<file path="src/rtl/sequential_nonrestoring_divider.sv">
// -----------------------------------------------------------------------------
// sequential_nonrestoring_divider
//
// Signed two's-complement divider built on a radix-2 non-restoring core.
// One quotient bit is produced per enabled clock. Results truncate toward
// zero (the remainder takes the sign of the dividend). Every operation,
// including divide-by-zero and the MIN/-1 overflow case, has the same latency:
// the accepting edge, DATA_WIDTH divide steps and one restore/sign step.
//
// Ports
//   clk_i            rising-edge clock
//   rst_i            asynchronous, active-high reset
//   clk_en_i         clock enable; all registers hold while low
//   valid_entry_i    one-cycle strobe qualifying the operands (IDLE/DONE only)
//   operand_A_i      signed dividend
//   operand_B_i      signed divisor
//   quotient_o       signed quotient, held until the next result
//   remainder_o      signed remainder, held until the next result
//   divide_by_zero_o set with a result whose divisor was zero
//   data_valid_o     one-cycle strobe marking a new result
//   busy_o           high while a division is in progress
// -----------------------------------------------------------------------------
module sequential_nonrestoring_divider #(
    parameter int DATA_WIDTH = 32
) (
    input  logic                  clk_i,
    input  logic                  rst_i,
    input  logic                  clk_en_i,
    input  logic                  valid_entry_i,
    input  logic [DATA_WIDTH-1:0] operand_A_i,
    input  logic [DATA_WIDTH-1:0] operand_B_i,
    output logic [DATA_WIDTH-1:0] quotient_o,
    output logic [DATA_WIDTH-1:0] remainder_o,
    output logic                  divide_by_zero_o,
    output logic                  data_valid_o,
    output logic                  busy_o
);

    localparam int CW = $clog2(DATA_WIDTH);

    typedef enum logic [1:0] {
        IDLE,
        DIVIDE,
        RESTORE,
        DONE
    } state_t;

    state_t state;

    // Partial remainder is one bit wider than the operands so that the
    // shifted value 2*P + bit always fits for any |B| up to 2^(DATA_WIDTH-1).
    logic signed [DATA_WIDTH:0]   p;
    logic        [DATA_WIDTH-1:0] q;          // dividend magnitude shifting out, quotient bits shifting in
    logic        [DATA_WIDTH-1:0] b_abs;
    logic                         a_neg;      // remainder sign
    logic                         q_neg;      // quotient sign
    logic                         b_zero;
    logic        [CW-1:0]         count;

    // Operand magnitudes. The most negative value maps to 2^(DATA_WIDTH-1),
    // which is still representable as an unsigned DATA_WIDTH-bit magnitude.
    logic [DATA_WIDTH-1:0] a_abs_in;
    logic [DATA_WIDTH-1:0] b_abs_in;

    assign a_abs_in = operand_A_i[DATA_WIDTH-1] ? -operand_A_i : operand_A_i;
    assign b_abs_in = operand_B_i[DATA_WIDTH-1] ? -operand_B_i : operand_B_i;

    // One non-restoring step: shift {P,Q} left, then subtract |B| while the
    // partial remainder is non-negative and add it back while negative.
    logic signed [DATA_WIDTH:0] b_ext;
    logic signed [DATA_WIDTH:0] p_shift;
    logic signed [DATA_WIDTH:0] p_step;
    logic signed [DATA_WIDTH:0] p_fix;

    assign b_ext   = {1'b0, b_abs};
    assign p_shift = {p[DATA_WIDTH-1:0], q[DATA_WIDTH-1]};
    assign p_step  = p_shift[DATA_WIDTH] ? (p_shift + b_ext) : (p_shift - b_ext);

    // Final correction: a negative partial remainder is one |B| too low.
    assign p_fix   = p[DATA_WIDTH] ? (p + b_ext) : p;

    // NOTE: every register here is state, so it is written only with
    // non-blocking assignments; blocking ones would race with the readers
    // of the old value in the same edge.
    always_ff @(posedge clk_i or posedge rst_i) begin
        if (rst_i) begin
            // NOTE: the datapath registers are reset as well so the bench and
            // downstream logic never see X after a reset abandons an operation.
            state            <= IDLE;
            p                <= '0;
            q                <= '0;
            b_abs            <= '0;
            a_neg            <= 1'b0;
            q_neg            <= 1'b0;
            b_zero           <= 1'b0;
            count            <= '0;
            quotient_o       <= '0;
            remainder_o      <= '0;
            divide_by_zero_o <= 1'b0;
            data_valid_o     <= 1'b0;
            busy_o           <= 1'b0;
        end else if (clk_en_i) begin
            data_valid_o <= 1'b0;
            case (state)
                // DONE accepts a new operand pair exactly like IDLE, which
                // gives back-to-back operation without an idle gap.
                IDLE, DONE: begin
                    if (valid_entry_i) begin
                        state  <= DIVIDE;
                        busy_o <= 1'b1;
                        p      <= '0;
                        q      <= a_abs_in;
                        b_abs  <= b_abs_in;
                        a_neg  <= operand_A_i[DATA_WIDTH-1];
                        q_neg  <= operand_A_i[DATA_WIDTH-1] ^ operand_B_i[DATA_WIDTH-1];
                        b_zero <= (operand_B_i == '0);
                        count  <= '0;
                    end else begin
                        state <= IDLE;
                    end
                end

                DIVIDE: begin
                    p     <= p_step;
                    q     <= {q[DATA_WIDTH-2:0], ~p_step[DATA_WIDTH]};
                    count <= count + CW'(1);
                    if (count == CW'(DATA_WIDTH - 1)) begin
                        state <= RESTORE;
                    end
                end

                RESTORE: begin
                    // With |B| = 0 the core never subtracts, so P ends as |A|
                    // and the signed remainder is A itself; only the quotient
                    // needs forcing to all ones.
                    quotient_o       <= b_zero ? '1 : (q_neg ? -q : q);
                    remainder_o      <= a_neg ? -p_fix[DATA_WIDTH-1:0] : p_fix[DATA_WIDTH-1:0];
                    divide_by_zero_o <= b_zero;
                    data_valid_o     <= 1'b1;
                    busy_o           <= 1'b0;
                    state            <= DONE;
                end

                default: begin
                    state <= IDLE;
                end
            endcase
        end
    end

endmodule

</file>
<file path="config.mk">
export PLATFORM = sky130hd
export DESIGN_NAME = sequential_nonrestoring_divider
export DESIGN_NICKNAME = d
export VERILOG_FILES = /design/src/rtl/sequential_nonrestoring_divider.sv
export SDC_FILE = /design/constraint.sdc
export NUM_CORES = 1
export LEC_CHECK = 0
export ABC_CLOCK_PERIOD_IN_PS = 7700
export BUFFER_PORTS_ARGS = -buffer_cell sky130_fd_sc_hd__buf_2
export CORE_AREA = 2 2 125 218
export CTS_CLUSTER_SIZE = 10
export DETAILED_ROUTE_END_ITERATION = 12
export DIE_AREA = 0 0 127 220
export GPL_ROUTABILITY_DRIVEN = 1
export PLACE_DENSITY = 0.7
export SETUP_SLACK_MARGIN = 0.3
export SYNTH_ARGS = -nofsm -noshare
export SYNTH_HDL_FRONTEND = slang
export SYNTH_SLANG_ARGS = --single-unit
</file>
<file path="constraint.sdc">
create_clock -name clk_i -period 7.7 [get_ports clk_i]
set_input_delay 0 -clock clk_i [delete_from_list [all_inputs] [get_ports clk_i]]
set_output_delay 0 -clock clk_i [all_outputs]
set_load 0.02 [all_outputs]
</file>
==> results of run 1 <==
[metal layers]
metal	part of all wire (%)	GRT usage, %
met3	3.6	4.103
met1	38	27.63
met4	4.5	14.18
met5	0	0
met2	54	52.33
[area by class of cell]
cell class	instances	area, µm²
clock buffers	21	480.5
clock inverters	11	130.1
fillers	2422	10600
inverters	47	181.4
multi-input cells	1414	8833
flip-flops and latches	174	4354
well taps	324	405.4
repair buffers	201	1309
[sequential cells by signal, indices dropped and copies added (netlist names), 2 cells and up]
name,cells
remainder_o,32
state,2
q,32
quotient_o,32
count,5
b_abs,32
p,33
[layout by cell type, fill, tap and decap left out, types with 5 or more instances in the layout]
master	Yosys	routed
and2_1	8	8
nor2b_1	10	10
nand2_1	243	241
nand2b_1	20	20
nor4_1	14	14
and3_1	16	16
o41ai_1	16	16
o21a_1	9	9
dfrtp_1	174	174
o211ai_1	11	11
nor3_1	32	32
a21oi_1	147	147
buf_4	0	13
mux2i_1	16	16
ha_1	72	71
a31oi_1	9	9
a211oi_1	9	9
or3_1	19	19
o21ai_1	5	5
nand3_1	32	31
o21ai_0	189	189
dlygate4sd3_1	0	54
xor2_1	135	135
or4_1	14	14
inv_1	45	44
o21bai_1	9	9
nand4_1	21	21
nor2_1	153	152
buf_2	8	134
o31ai_1	31	31
xnor2_1	52	52
clkbuf_16	0	17
a31o_2	5	5
a21o_1	23	23
[worst reg2reg max path, stage by stage (launching register included)]
cell	delay, ps
dfrtp_1	440
or3_1	410
or3_1	380
nor3b_1	480
nor2b_1	190
nor2_1	50
xor2_1	150
ha_1	340
a21o_1	190
a21o_1	190
a21o_1	180
a21oi_1	120
and3_1	200
a21oi_1	170
a211oi_1	350
o22ai_1	180
o41ai_1	490
mux2i_1	230
o311ai_0	150
[power groups by stage]
stage	combinational (mW)	clock, mW	sequential, mW
after floorplan	3.24	0	1.82
after global placement	4.27	0	1.74
after detailed placement	4.38	0	1.76
after CTS	4.42	0.916	1.74
after global routing	4.96	0.953	1.81
final	4.44	0.901	1.75
[worst max path at each step]
stage                        endpoint  slack, ps  depth (start not counted)
finish               q[0]$_DFFE_PP0P_       2630                         18
global route         q[0]$_DFFE_PP0P_       2230                         16
CTS                  q[0]$_DFFE_PP0P_       2610                         18
detailed placement   q[0]$_DFFE_PP0P_       2650                         18
global placement     q[0]$_DFFE_PP0P_       2710                         18
floorplan           a_neg$_DFFE_PP0P_       2980                          1
[cell families after synthesis]
| logic type | count (synthesis) |
|---|---|
| adders and majority gates | 74 |
| AOI/OAI and AO/OA | 523 |
| DFF | 174 |
| and+or+nand+nor | 611 |
| buffers and inverters | 129 |
| xor gates and xnor gates | 187 |
| muxes | 19 |
[stage by stage]
step / cells / utilization, %
floorplan: 1717 / -
global placement: 2106 / 55.31
detailed placement: 2106 / 55.31
CTS: 2192 / 59.69
global route: 2192 / 59.69
finish: 2192 / 59.69
==> impl_metrics.yaml, run 1 <==
finish:
  nNetsFinal: 1997
  antenna_cells: 0
  drive_gt1_share_pct: 11.40
  syn2layout_area_growth_pct: 14.83
  stdcell_area_mm2: 0.01569
place:
  hpwl_um: 28250
  portBuffers: 134
  gp_congestion: 0.9395
  postPlaceCellArea_mm2: 0.01454
  dpl_worst_slack_ps: 2652
clocking:
  numCtsBuffers: 17
  ctsHoldBuffers: 54
  cts_resized: 0
  htreeDepth: 4
  cts_buffer_depth: 2
  clk_pin_slew_ps: 70
  clkLatencyLatePin_ps: 460
  cts_setup_buffers: 0
  cts_tree: "built"
  cts_root_buf: "clkbuf_16"
  cts.sinks: 174
logic_synthesis:
  async_reset_ff_share_pct: 100.0
  syn-instance-count: 1717
  postSynthAreaPerCell_um2: 7.960
  synth_ff_type: "dfrtp_1"
  syn_nets: 1859
  yosysMostFrequentCell: "nand2_1"
  synth_edf_count: 0
  synth_mux_area_share_pct: 1.419
  synth_top_family_by_area: "compound AO/OA/AOI/OAI gates"
  yosys-top-cells-area: "dfrtp_1 (32%), xor2_1 (8.7%), o21ai_0 (6.9%), nand2_1 (6.7%), ha_1 (6.6%)"
  synth_seq_cells: 174
  synth_top_area_cell: "dfrtp_1"
  synth-xor-area-share_pct: 11.98
  synth_common_cells: "nand2_1 (243), o21ai_0 (189), dfrtp_1 (174), nor2_1 (153), a21oi_1 (147)"
  ys_types: 80
  yosysWarnings: 0
  synth_fa_ha_area_share_pct: 6.885
  yosys.area_share.simple_pct: 20.88
  yosysTopAreaCellShare_pct: 31.86
  synth_compound_area_share_pct: 23.35
  ys_seq_area_share_pct: 31.86
  synth_area_mm2: 0.01367
setup_path:
  end_kind: "flop"
  path_max_fanout: 6
  arrival_ps: 5360
  startpoint_type: "flop"
  r2r-end: "q[0]$_DFFE_PP0P_"
  r2r-start: "b_abs[2]$_DFFE_PP0P_"
  max_stage_delay_ps: 490
  path_cells: "or3_1 > or3_1 > nor3b_1 > nor2b_1 > nor2_1 > xor2_1 > ha_1 > a21o_1 > a21o_1 > a21o_1 > a21oi_1 > and3_1 > a21oi_1 > a211oi_1 > o22ai_1 > o41ai_1 > mux2i_1 > o311ai_0"
  critPathSlowestCell: "o41ai_1"
  crit_required_ps: 7990
  reg2reg_depth: 18
  path_buf_inv: 0
  crit_family: "compound AO/OA/AOI/OAI gates"
  critPathLaunch: "b_abs[2]$_DFFE_PP0P_"
  critPathKind: "flop to flop"
  r2r_slack_ps: 2630
  crit_top_cell: "a21o_1"
drt:
  via_per_inst: 5.878
  wire_per_inst_um: 16.93
  wirelength_um: 37110
  dr.pass1.iters: 7
  vias: 12880
  drt-initial-drc-count: 709
  drc: 0
  ant_nets: 0
global_routing:
  grt-ovfl-total: 0
  grt.total_usage_pct: 27.07
  grt_pass1_wl_um: 60690
  grt_max_degree: 98
  antenna_found_initial: 0
  grt_pass1_vias: 12810
run:
  maxCapViolations: 0
power_and_ir_drop:
  intPower_mw: 3.570
  power_leakage_nw: 7.039
  p_total_mw: 7.088
  switching_power_mw: 3.517
  vdd_drop_max_uv: 224.1
  power_frac_clock_pct: 12.7
  pwr-share-seq_pct: 24.6
  p_comb_share_pct: 62.6
  powerDensity_mw_per_mm2: 451.6
  swShare_pct: 49.63
timing:
  rsz0062_at_grt: "no"
  worst_pin_slew_ps: 1034
  finalSetupViolCount: 0
  setup-tns-final_ps: 0
  slew_headroom_pct: 31.09
  holdWs_ps: 10.08
  hold_viol_final: 0
  finalCriticalPeriod_ps: 5071
  drv_slew: 0
  fin_ws_ps: 2629
  max_freq_mhz: 197.2
  finClkSkew_ps: 9.205
  period_share_pct: 65.86
floorplan:
  die-area_mm2: 0.02794
  die_h_um: 220
  start_util_pct: 51.98
  design.core.area_mm2: 0.02629
  rows: 79
  io_pins: 135
  die_x_um: 127
status:
  status: "finished, final reports clean"
worst_hold_path:
  hp-start: "operand_A_i[10]"
  min_to: "q[10]$_DFFE_PP0P_"
  hold_path.class: "input port to flop"
  min_path_cells: 5
(Power assumes the default switching activity.)
==> inputs of run 2 (changes only) <==
--- a/config.mk
+++ b/config.mk
@@ -5,14 +5,15 @@
 export SDC_FILE = /design/constraint.sdc
 export NUM_CORES = 1
 export LEC_CHECK = 0
-export ABC_CLOCK_PERIOD_IN_PS = 7700
+export ABC_AREA = 1
+export ABC_CLOCK_PERIOD_IN_PS = 4730
 export BUFFER_PORTS_ARGS = -buffer_cell sky130_fd_sc_hd__buf_2
-export CORE_AREA = 2 2 125 218
+export CORE_AREA = 2 2 132 230
 export CTS_CLUSTER_SIZE = 10
 export DETAILED_ROUTE_END_ITERATION = 12
-export DIE_AREA = 0 0 127 220
+export DIE_AREA = 0 0 134 232
 export GPL_ROUTABILITY_DRIVEN = 1
-export PLACE_DENSITY = 0.7
+export PLACE_DENSITY = 0.69
 export SETUP_SLACK_MARGIN = 0.3
 export SYNTH_ARGS = -nofsm -noshare
 export SYNTH_HDL_FRONTEND = slang
==> constraint.sdc (replaced) <==
create_clock -name clk_i -period 4.73 [get_ports clk_i]
set_input_delay 0 -clock clk_i [delete_from_list [all_inputs] [get_ports clk_i]]
set_output_delay 0 -clock clk_i [all_outputs]
set_load 0.02 [all_outputs]
==> run 2 against run 1 <==
  * Power is 74% higher
  * Combinational power is 79% higher
  * Clock skew is 5.4 ps higher
  * Cell area is 11% higher
  * Synthesized cell count is 36% higher
  * First-iteration DRC count is 47% higher
  * Global-route usage is 7.1 points higher
  * Fmax is 28% higher
  * Register-to-register slack worse by 1900 ps
  * Via count is 26% higher
  * Clock-buffer cell count is 4 lower
==> impl_metrics.yaml, run 2 <==
logic_synthesis:
  ys_seq_area_share_pct: 28.59
  synth_ff_type: "dfrtp_1"
  yosysMostFrequentCell: "nand2_1"
  yosysTopAreaCellShare_pct: 28.59
  synth_seq_cells: 174
  yosys-top-cells-area: "dfrtp_1 (29%), nand2_1 (15%), inv_1 (7.4%), o21ai_0 (6.3%), ha_1 (5.9%)"
  synth_edf_count: 0
  synth_area_mm2: 0.01523
  synth_top_area_cell: "dfrtp_1"
  syn_nets: 2475
  syn-instance-count: 2333
  ys_types: 57
  yosysWarnings: 0
  postSynthAreaPerCell_um2: 6.528
  async_reset_ff_share_pct: 100.0
  synth_common_cells: "nand2_1 (615), inv_1 (301), nor2_1 (218), o21ai_0 (192), nand3_1 (177)"
place:
  hpwl_um: 41030
  gp_congestion: 0.9907
  portBuffers: 134
  postPlaceCellArea_mm2: 0.01625
  dpl_worst_slack_ps: 655.6
finish:
  stdcell_area_mm2: 0.01740
  layout_common_cells: "nand2_1 (614), inv_1 (300), nor2_1 (217), o21ai_0 (192), nand3_1 (177)"
  nNetsFinal: 2627
  drive_gt1_share_pct: 11.37
  largest_reg_flops: 33
  regMostFlops: "p"
  final_common_cell: "nand2_1"
  antenna_cells: 0
  syn2layout_area_growth_pct: 14.25
setup_path:
  path_cells: "inv_1 > ha_1 > nand2_1 > nor2_1 > nand3_1 > nor2_1 > nand2_1 > nor3_1 > buf_4 > nand2_1 > nand2_1 > o21ai_0 > xor2_1 > ha_1 > nand2_1 > nor4_2 > nand3_1 > nand3_1 > nand2_1 > o211ai_1 > a21o_1 > a21oi_1 > o21ai_0 > o21ai_0"
  critPathKind: "flop to flop"
  crit_top_cell: "nand2_1"
  path_buf_inv: 2
  crit_required_ps: 5050
  crit_family: "simple AND/OR/NAND/NOR gates"
  max_stage_delay_ps: 420
  end_kind: "flop"
  arrival_ps: 4280
  critPathSlowestCell: "dfrtp_1"
  path_max_fanout: 5
  startpoint_type: "flop"
clocking:
  htreeDepth: 4
  cts_setup_buffers: 0
  cts.sinks: 174
  clk_pin_slew_ps: 80
  cts_buffer_depth: 2
  cts_tree: "built"
  numCtsBuffers: 17
  cts_root_buf: "clkbuf_16"
  clkLatencyLatePin_ps: 470
global_routing:
  grt_pass1_wl_um: 81450
  grt-ovfl-total: 0
  grt_max_degree: 143
  grt.total_usage_pct: 34.16
  grt_pass1_vias: 15910
  antenna_found_initial: 0
timing:
  fin_ws_ps: 769.0
  worst_pin_slew_ps: 936.1
  hold_viol_final: 0
  slew_headroom_pct: 37.50
  holdWs_ps: 30.94
  setup-tns-final_ps: 0
  rsz0062_at_grt: "no"
  period_share_pct: 83.74
  finalSetupViolCount: 0
  finalCriticalPeriod_ps: 3961
  finClkSkew_ps: 14.59
  max_freq_mhz: 252.5
  drv_slew: 0
power_and_ir_drop:
  p_comb_share_pct: 64.3
  pwr-share-seq_pct: 22.8
  power_leakage_nw: 9.002
  powerDensity_mw_per_mm2: 709.7
  vdd_drop_max_uv: 356.5
  swShare_pct: 54.62
  switching_power_mw: 6.745
  intPower_mw: 5.604
  power_frac_clock_pct: 12.9
drt:
  wirelength_um: 52800
  drc: 0
  dr.pass1.iters: 6
  wire_per_inst_um: 18.33
  via_per_inst: 5.645
  vias: 16260
  ant_nets: 0
  drt-initial-drc-count: 1039
worst_hold_path:
  hold_path.class: "input port to flop"
floorplan:
  die_x_um: 134
  io_pins: 135
  start_util_pct: 52.19
  die-area_mm2: 0.03109
  die_h_um: 232
  rows: 83
  design.core.area_mm2: 0.02918
run:
  maxCapViolations: 0
status:
  status: "finished, final reports clean"
-- run 2: changes by cell type in the layout (fill, tap and decap cells not counted), sizes merged, moves of 31 or more --
cell | before | now
a21oi | 147 | 116
inv | 48 | 323
nand3 | 32 | 187
xnor2 | 52 | 20
nor2 | 153 | 240
nand2 | 243 | 636
xor2 | 135 | 70
-- run 2: tightest hold or removal path, delay by kind of cell --
kind | cells | cell delay [ps]
compound gates | 3 | 330
buf+inv | 1 | 120
-- run 2: path summary, 6_finish.rpt --
kind                                             startpoint                          end  slack, ps  depth (start not counted)
worst min register to register  remainder_o[22]$_DFFE_PP0P_  remainder_o[22]$_DFFE_PP0P_        470                          2
worst min-delay path                        operand_A_i[23]            q[23]$_DFFE_PP0P_         30                          4
min in group asynchronous                             rst_i  remainder_o[17]$_DFFE_PP0P_        210                          3
worst max-delay path                   b_abs[1]$_DFFE_PP0P_            p[30]$_DFFE_PP0P_        770                         24
max in group asynchronous                             rst_i  remainder_o[21]$_DFFE_PP0P_       3270                          4
worst max register to register         b_abs[1]$_DFFE_PP0P_            p[30]$_DFFE_PP0P_        770                         24
-- run 2: per-layer routing --
| layer | vias to the layer above | global-route usage (%) | wire, µm |
|---|---|---|---|
| met2 | 533 | 63.64 | 27540 |
| li1 | 7968 | - | - |
| met1 | 7553 | 33.34 | 18250 |
| met3 | 205 | 4.322 | 2409 |
| met4 | 0 | 27.39 | 4592 |
| met5 | - | 0 | 0 |
-- run 2: kinds of logic (layout without fill, tap and decap cells) --
family                   count (synthesis)  after routing  synth area share [%]
flip-flops                             174            174                 28.59
buffers and inverters                  390            555                 9.892
XOR/XNOR                                90             90                 5.176
AND/OR/NAND/NOR                       1171           1171                 33.88
multiplexers                             1              1               0.07393
adder cells (fa/ha/maj)                 74             74                 6.178
AO/OA/AOI/OAI                          433            433                 16.21
-- run 2: repair_timing --
item,CTS,global route
hold buffers,49,0
endpoints found under the setup margin,0,2
endpoints found under the hold margin,81,0
resized for setup,0,2
-- run 2: cell type report --
class                      instances  area (µm²)
inverter                         322        1217
tap                              382       478.0
timing repair buffer             201        1309
multi-input combinational       1769        9395
sequential                       174        4354
clock buffer                      17       425.4
clock inverter                    15       221.5
fill                            2832       11780
-- run 2: through the flow --
step / util (%) / instances / power (mW)
finish: 59.63 / 2880 / 12.35
global route: 59.63 / 2880 / 13.41
CTS: 59.59 / 2880 / 12.26
detailed placement: 55.69 / 2799 / 10.61
global placement: 55.69 / 2799 / 10.49
floorplan: - / 2333 / 8.402
-- run 2: power by group through the flow --
stage          clock network, mW  registers, mW  logic, mW
3_3_place_gp                   0           2.80       7.69
3_5_place_dp                   0           2.82       7.79
6_report                    1.59           2.82       7.94
5_1_grt                     1.67           2.88       8.86
2_1_floorplan                  0           2.92       5.48
4_1_cts                     1.61           2.80       7.86
==> inputs of run 3 (changes only) <==
--- a/config.mk
+++ b/config.mk
@@ -5,15 +5,15 @@
 export SDC_FILE = /design/constraint.sdc
 export NUM_CORES = 1
 export LEC_CHECK = 0
-export ABC_AREA = 1
-export ABC_CLOCK_PERIOD_IN_PS = 4730
+export ABC_AREA = 0
+export ABC_CLOCK_PERIOD_IN_PS = 3300
 export BUFFER_PORTS_ARGS = -buffer_cell sky130_fd_sc_hd__buf_2
-export CORE_AREA = 2 2 132 230
+export CORE_AREA = 2 2 125 218
 export CTS_CLUSTER_SIZE = 10
 export DETAILED_ROUTE_END_ITERATION = 12
-export DIE_AREA = 0 0 134 232
+export DIE_AREA = 0 0 127 220
 export GPL_ROUTABILITY_DRIVEN = 1
-export PLACE_DENSITY = 0.69
+export PLACE_DENSITY = 0.73
 export SETUP_SLACK_MARGIN = 0.3
 export SYNTH_ARGS = -nofsm -noshare
 export SYNTH_HDL_FRONTEND = slang
==> constraint.sdc (replaced) <==
create_clock -name clk_i -period 3.3 [get_ports clk_i]
set_input_delay 0 -clock clk_i [delete_from_list [all_inputs] [get_ports clk_i]]
set_output_delay 0 -clock clk_i [all_outputs]
set_load 0.02 [all_outputs]
==> run 3 against run 2 <==
  * The flow now finishes with violations (negative setup slack)
  * Clock skew decreased by 8.0 ps
  * First-iteration DRC count shrank 27%
  * Non-clock buffer count increased by 306
  * Routed wire length fell by 17%
  * Setup slack got worse by 1700 ps
  * Cell count is 13% lower
  * Clock power up 28%
  * Cell area increased by 8.2%
  * Clock-buffer cell count grew 2
  * Sequential power rose by 39%
  * Global-route usage decreased by 3.3 points
  * Critical endpoint is now p[29]$_DFFE_PP0P_
  * Largest power group unchanged
  * Highest routed layer unchanged
==> impl_metrics.yaml, run 3 (synthesis results as in run 1) <==
timing:
  finClkSkew_ps: 6.576
  drv_slew: 0
  finalSetupViolCount: 39
  worst_pin_slew_ps: 1146
  setup-tns-final_ps: -20460
  period_share_pct: 128.4
  slew_headroom_pct: 23.63
  max_freq_mhz: 236.0
  hold_viol_final: 0
  finalCriticalPeriod_ps: 4237
  holdWs_ps: 17.10
  rsz0062_at_grt: "yes"
  fin_ws_ps: -937.3
place:
  gp_congestion: 0.9701
  portBuffers: 134
  hpwl_um: 31630
floorplan:
  die_x_um: 127
  start_util_pct: 51.98
  die-area_mm2: 0.02794
  rows: 79
  io_pins: 135
  die_h_um: 220
  design.core.area_mm2: 0.02629
worst_hold_path:
  hp-start: "operand_A_i[21]"
  min_to: "q[21]$_DFFE_PP0P_"
  hold_path.class: "input port to flop"
  min_path_cells: 5
setup_path:
  r2r_slack_ps: -940
  crit_required_ps: 3590
  critPathKind: "flop to flop"
  end_kind: "flop"
  r2r-start: "b_abs[2]$_DFFE_PP0P_"
  path_cells: "or3_4 > buf_4 > nor3b_4 > nand2_2 > nor4_4 > buf_4 > a31oi_2 > xor2_1 > ha_1 > a21o_1 > a21o_1 > a21o_1 > a21o_1 > a21oi_2 > o21bai_1 > a221oi_2 > xor2_1 > o22ai_1"
  path_max_fanout: 5
  startpoint_type: "flop"
  r2r-end: "p[29]$_DFFE_PP0P_"
  max_stage_delay_ps: 400
  crit_top_cell: "a21o_1"
  arrival_ps: 4530
  reg2reg_depth: 18
  critPathSlowestCell: "or3_4"
global_routing:
  grt_pass1_wl_um: 68860
  antenna_found_initial: 1
  grt_pass1_vias: 14750
  grt.total_usage_pct: 30.83
  grt-ovfl-total: 0
  grt_max_degree: 175
drt:
  ant_nets: 0
  wire_per_inst_um: 17.51
  vias: 14520
  drc: 0
  via_per_inst: 5.811
  wirelength_um: 43760
  drt-initial-drc-count: 761
  dr.pass1.iters: 5
finish:
  regMostFlops: "p"
  largest_reg_flops: 33
  syn2layout_area_growth_pct: 37.73
  layout_common_cells: "buf_4 (304), nand2_1 (233), dfrtp_1 (172), o21ai_0 (149), nor2_1 (146)"
  final_common_cell: "buf_4"
  nNetsFinal: 2303
  drive_gt1_share_pct: 29.30
clocking:
  cts_tree: "built"
  numCtsBuffers: 17
  cts_root_buf: "clkbuf_16"
  cts_buffer_depth: 2
  clk_pin_slew_ps: 70
  clkLatencyLatePin_ps: 460
  cts.sinks: 174
  htreeDepth: 4
power_and_ir_drop:
  powerDensity_mw_per_mm2: 1131
  p_total_mw: 21.30
  vdd_drop_max_uv: 568.5
  power_leakage_nw: 8.746
status:
  status: "finished, violations left"
  violations: "negative setup slack"
run:
  maxCapViolations: 0
[run 3: report_power, final]
part | internal [mW] | switching [mW] | total [mW]
logic | 7.20 | 8.16 | 15.4
registers | 3.05 | 0.867 | 3.91
clock network | 1.10 | 0.933 | 2.03
total | 11.3 | 9.96 | 21.3
[run 3: routing by layer]
metal / routed length (µm) / global-route usage (%)
met1: 15600 / 30.42
met2: 23390 / 58.30
met3: 1785 / 5.001
met4: 2987 / 20.81
met5: 0 / 0
[run 3: how the worst max path moves through the flow]
stage / startpoint / endpoint / slack [ps] / cells past startpoint
4_1_cts: b_abs[2]$_DFFE_PP0P_ / p[32]$_DFFE_PP0P_ / -830 / 19
5_1_grt: b_abs[2]$_DFFE_PP0P_ / p[29]$_DFFE_PP0P_ / -1070 / 18
6_report: b_abs[2]$_DFFE_PP0P_ / p[29]$_DFFE_PP0P_ / -940 / 18
3_5_place_dp: b_abs[4]$_DFFE_PP0P_ / p[32]$_DFFE_PP0P_ / -1020 / 19
3_3_place_gp: b_abs[4]$_DFFE_PP0P_ / p[32]$_DFFE_PP0P_ / -980 / 19
2_1_floorplan: b_abs[4]$_DFFE_PP0P_ / q[0]$_DFFE_PP0P_ / -850 / 18
[run 3: cell type report]
| class | count | area, µm² |
|---|---|---|
| diodes | 1 | 2.502 |
| clock buffers | 19 | 452.9 |
| clock inverters | 13 | 127.6 |
| fillers | 2003 | 7470 |
| inverters | 47 | 180.2 |
| multi-input cells | 1414 | 9614 |
| flip-flops and latches | 174 | 4357 |
| well taps | 324 | 405.4 |
| repair buffers | 507 | 3684 |
[run 3: through the flow]
stage                     util (%)  std cells  setup WS, ps  instance area (µm²)
after floorplan                  -       1717        -850.2                13870
after global placement       63.50       2369        -981.6                16690
after detailed placement     63.50       2369         -1024                16690
after CTS                    70.05       2482        -834.1                18420
after global routing         71.59       2499         -1072                18820
final                        71.59       2499        -937.3                18820
[run 3: critical path: cells and delay by family (launching register included)]
| family | cells | cell delay [ps] |
|---|---|---|
| flops | 1 | 390 |
| fa+ha+maj | 1 | 350 |
| xor+xnor | 2 | 390 |
| buf+inv | 2 | 360 |
| simple gates | 4 | 1060 |
| compound gates | 9 | 1510 |
[run 3: what timing repair did]
item	CTS	global route
hold endpoints to repair	223	0
gates resized for setup	97	65
buffers inserted	24	17
pin swaps	65	51
endpoints found under the setup margin	51	64
hold buffers	57	0
